**config.mk**
```make
export PLATFORM = sky130hd
export DESIGN_NAME = dm_load_unit_load_ext
export DESIGN_NICKNAME = d
export VERILOG_FILES = /design/src/rtl/dm_load_unit_pkg.sv /design/src/rtl/dm_load_unit_load_ext.sv
export SDC_FILE = /design/constraint.sdc
export NUM_CORES = 1
export LEC_CHECK = 0
export ABC_AREA = 1
export CAP_MARGIN = 10
export CORE_MARGIN = 5
export CORE_UTILIZATION = 33
export DETAILED_ROUTE_END_ITERATION = 16
export PLACE_DENSITY = 0.86
export RECOVER_POWER = 50
export SYNTH_ARGS = -nofsm -noshare
export SYNTH_HDL_FRONTEND = slang
export SYNTH_SLANG_ARGS = --single-unit
```
**constraint.sdc**
```tcl
create_clock -name vclk -period 1.28
set_input_delay 0.256 -clock vclk [all_inputs]
set_output_delay 0.256 -clock vclk [all_outputs]
set_load 0.01 [all_outputs]
```
**src/rtl/dm_load_unit_pkg.sv**
```systemverilog
// Shared definitions for the data-memory load unit: wordmode codes,
// exception codes, state encoding and the alignment / byte-lane helpers.
package dm_load_unit_pkg;

   localparam logic [2:0] WM_WD = 3'd0;
   localparam logic [2:0] WM_HU = 3'd2;
   localparam logic [2:0] WM_HS = 3'd3;
   localparam logic [2:0] WM_BU = 3'd4;
   localparam logic [2:0] WM_BS = 3'd5;

   localparam logic [4:0] EXC_ADEL = 5'd4;
   localparam logic [4:0] EXC_DBE  = 5'd7;

   typedef enum logic [1:0] {
      LS_IDLE = 2'd0,
      LS_WAIT = 2'd1,
      LS_RESP = 2'd2
   } ls_state_e;

   // Unknown wordmode codes behave as full-word loads.
   function automatic logic is_misaligned(input logic [1:0] lo, input logic [2:0] wm);
      logic mis;
      case (wm)
         WM_HU, WM_HS: mis = lo[0];
         WM_BU, WM_BS: mis = 1'b0;
         default:      mis = (lo != 2'b00);
      endcase
      return mis;
   endfunction

   function automatic logic [3:0] lane_be(input logic [1:0] lo, input logic [2:0] wm);
      logic [3:0] be;
      case (wm)
         WM_HU, WM_HS: be = lo[1] ? 4'b1100 : 4'b0011;
         WM_BU, WM_BS: be = 4'b0001 << lo;
         default:      be = 4'b1111;
      endcase
      return be;
   endfunction

endpackage

```
**src/rtl/dm_load_unit_load_ext.sv**
```systemverilog
// Load data lane selection and sign/zero extension (purely combinational).
module dm_load_unit_load_ext
   import dm_load_unit_pkg::*;
(
   input  logic [31:0] rdata,
   input  logic [1:0]  addr_lo,
   input  logic [2:0]  wordmode,
   output logic [31:0] data
);

   logic [15:0] half_s;
   logic [7:0]  byte_s;

   // Pick the addressed halfword and byte lanes.
   always_comb begin
      half_s = addr_lo[1] ? rdata[31:16] : rdata[15:0];
      byte_s = rdata[{addr_lo, 3'b000} +: 8];
   end

   // Extend the selected lane according to the wordmode.
   always_comb begin
      case (wordmode)
         WM_HU:   data = {16'h0000, half_s};
         WM_HS:   data = {{16{half_s[15]}}, half_s};
         WM_BU:   data = {24'h00_0000, byte_s};
         WM_BS:   data = {{24{byte_s[7]}}, byte_s};
         default: data = rdata;
      endcase
   end

endmodule

```
==> results of run 1 <==
## kinds of logic after synthesis
group	Yosys count	synth area share (%)
buf+inv	20	16.29
simple gates	147	83.71
## per-stage QoR
stage / hold WS, ps / instance area [sq um]
after floorplan: 639.5 / 783.3
after global placement: 1537 / 1574
after detailed placement: 1539 / 1574
after CTS: 822.8 / 2017
## Yosys cell counts, drive strengths merged
master and count:
nand3 43, nor2 3, and2 1, nand2 100, buf 10, inv 10
## what timing repair did
item                       CTS
gates resized for setup    315
setup buffers                8
cloned                       5
setup endpoints to repair   32
pin swaps                   29
==> impl_metrics.csv, run 1 <==
group,metric,value,unit
status,status,"aborted with a tool error",
status,stop_stage,"5_1_grt",
status,stop_error,"[ERROR DPL-0033] detailed placement checks failed during check placement.",
logic_synthesis,syn-num-nets,204,
logic_synthesis,yosysSeqAreaShare,0,%
die,die_h,58.72,um
logic_synthesis,syn_inst,167,
placed_design,place_ws,-975.6,ps
sta,grt_worst_setup_endpoint,"data[15]",
logic_synthesis,synth_top_area_share,46.01,%
logic_synthesis,yosysWarnings,0,
sta,worst_endpoint_kind,"top-level output",
die,ios,69,
logic_synthesis,synth_top_cell_by_area,"nand2_1",
logic_synthesis,syn_avg_cell_area,4.690,sq um
placed_design,place.gp.congestion,0.8338,
logic_synthesis,synth_cell_types,15,
placed_design,dp.cells,269,
die,die_x,58.72,um
logic_synthesis,ys_top_cells_by_area,"nand2_1 (46%), nand3_1 (25%), buf_6 (5.8%)",
global_routing,antenna_found_initial,0,
die,rows,17,
die,start_util,35.07,%
placed_design,port-buffer-count,69,
global_routing,grt_max_degree,15,
placed_design,dp_hpwl,2.573,mm
clock_tree,cts.hold.buffers_added,0,
logic_synthesis,netlist_area,783.3,sq um
==> inputs of run 2 (changes only) <==
CORE_AREA = 5 5 66 68   (was not set)
CORE_MARGIN = not set   (was 5)
CORE_UTILIZATION = not set   (was 33)
DIE_AREA = 0 0 71 73   (was not set)
PLACE_DENSITY = not set   (was 0.86)
PLACE_DENSITY_LB_ADDON = 0.15   (was not set)
==> run 2 against run 1 <==
Effect of this change:
- the flow now finishes, with violations (negative setup slack)
- synthesized cell count unchanged
- area after synthesis is the same
==> impl_metrics.csv, run 2 <==
group,metric,value,unit
sta,finalSetupViolations,32,
routing,wl,4.421,mm
setup_path,path_cells,"buf_8 > nor2_4 > buf_6 > buf_6 > nand3_4 > nand3_2 > buf_6",
logic_synthesis,yosysWarnings,0,
logic_synthesis,syn-num-nets,204,
logic_synthesis,synth_top_family_by_area,"simple AND/OR/NAND/NOR gates",
setup_path,worstSetupPathType,"in2out",
power_and_ir_drop,p_per_area,429.4,mW/mm^2
setup_path,crit_path_start_kind,"input port",
sta,min_period,1384,ps
setup_path,cp.arrival,1130,ps
logic_synthesis,synth_xor_area_share,0,%
logic_synthesis,synth.mux.area_fraction,0,%
final_layout,nets,294,
run,drv_cap,0,
final_layout,nFlopsAndLatches,0,
logic_synthesis,synth_compound_area_share,0,%
sta,min_period_over_period,108.1,%
routing,initialDrtViolationCount,46,
routing,dr.pass1.iters,4,
sta,finalHoldViolations,0,
routing,vias,1406,
final_layout,drive_gt1_share,59.61,%
final_layout,clkbuf_count,0,
global_routing,antenna_found_initial,0,
setup_path,end_kind,"output pin",
status,status,"finished, violations left",
die,start_util,20.62,%
die,die_h,73,um
die,rows,23,
routing,wl_per_cell,14.50,um
power_and_ir_drop,p_leak,1.230,nW
setup_path,critPathBufInv,4,
final_layout,fin_util,57.58,%
logic_synthesis,syn_inst,167,
logic_synthesis,synthTopCellsByCount,"nand2_1 (96), nand3_1 (39), inv_1 (7)",
placed_design,placed_area,0.001609,sq mm
die,dieArea,0.005183,sq mm
global_routing,grt_remaining_overflow,0,
sta,fmax,0.7225,GHz
logic_synthesis,synth_cell_types,15,
power_and_ir_drop,ir_drop,185.4,uV
sta,hold_slack,821.0,ps
die,core_area,0.003799,sq mm
sta,rsz0062_at_grt,"true",
logic_synthesis,synth_top_cell_by_area,"nand2_1",
logic_synthesis,syn_avg_cell_area,4.690,sq um
routing,avgViaCountPerCell,4.610,
final_layout,fillCellCount,389,
final_layout,instances_no_fill,305,
routing,drc_errors,0,
logic_synthesis,yosys.area_share.simple,83.71,%
sta,finalMaxSlewViolations,0,
logic_synthesis,synth_fa_ha_area_share,0,%
final_layout,multi_input_area,0.001041,sq mm
placed_design,dp.cells,292,
setup_path,crit_required,1020,ps
setup_path,path_common_cell,"buf_6",
sta,maxSlewHeadroom,85.69,%
global_routing,gr-usage-all-layers,16.29,%
final_layout,seq_area,0,sq um
global_routing,grt_pass1_wl,6.969,mm
logic_synthesis,synthMostInstantiatedCell,"nand2_1",
setup_path,crit_path_max_fanout,8,
global_routing,grt_pass1_vias,1460,
status,violations,"negative setup slack",
placed_design,dp_hpwl,2.764,mm
final_layout,layout_commonest_cell,"nand2_1",
final_layout,areaGrowthSynthToFinish,179.2,%
placed_design,port-buffer-count,69,
setup_path,cpPeakStageDelay,180,ps
sta,setup_ws,-104.0,ps
logic_synthesis,netlist_area,783.3,sq um
placed_design,place.gp.congestion,0.7788,
routing,drtAntennaViolNets,0,
sta,worstMarginPinSlew,214.7,ps
die,ios,69,
final_layout,final_cell_mix,"nand2_1 (60), buf_6 (32), dlygate4sd2_1 (28), nand2_2 (26), nand3_2 (22)",
logic_synthesis,ys_top_cells_by_area,"nand2_1 (46%), nand3_1 (25%), buf_6 (5.8%)",
die,die_x,71,um
setup_path,cp_slowest_cell,"nand3_4",
logic_synthesis,synth_top_area_share,46.01,%
global_routing,grt_max_degree,12,
min_path,worst_hold_path_type,"in2out",
setup_path,cp_top_family,"simple AND/OR/NAND/NOR gates",
final_layout,diodes,0,
logic_synthesis,yosysSeqAreaShare,0,%
final_layout,final_area,0.002187,sq mm
-- run 2: area by class of cell --
cell class	instances	area share, %
timing repair buffer	97	46.91
inverter	10	2.632
tap	50	2.860
multi-input combinational	148	47.60
-- run 2: metal layers --
metal / wire [um] / share of wire (%) / global-route usage [%] / vias up
met1: 1917 / 43 / 20.92 / 640
met5: 0 / 0 / 0 / -
met2: 2253 / 51 / 30.69 / 45
met4: 30 / 0.68 / 0.4175 / 0
met3: 219 / 5.0 / 1.928 / 4
li1: - / - / - / 717
-- run 2: final timing paths --
path	slack, ps	start	cells past startpoint	end
max	-100	wordmode[2]	7	data[25]
min	820	rdata[23]	4	data[23]
-- run 2: what timing repair did --
item                       in CTS  in global routing
setup endpoints to repair      32                 32
gates resized for setup       323                 19
hold buffers                    0                  0
cloned                          6                  1
setup buffers                   6                  0
pin swaps                      32                  5
-- run 2: per-stage QoR --
stage	power, mW	setup TNS [ps]	setup WS (ps)
2_1_floorplan	0.2976	0	54.66
3_3_place_gp	0.7136	-31280	-1027
3_5_place_dp	0.7100	-31390	-1027
4_1_cts	0.8937	-2131	-93.04
5_1_grt	1.008	-4170	-149.9
6_report	0.9392	-2573	-104.0
-- run 2: cells by family after synthesis --
family / count (synthesis)
and+or+nand+nor: 147
buffers and inverters: 20
-- run 2: where the power goes --
group | internal [mW] | switching (mW)
sequential | 0 | 0
combinational | 0.492 | 0.447
clock | 0 | 0
-- run 2: worst min-delay path, delay by kind of cell --
kind	cells	cell delay [ps]
AND/OR/NAND/NOR	2	130
buffers and inverters	2	180
No activity file was read; power rests on OpenSTA's default activity.
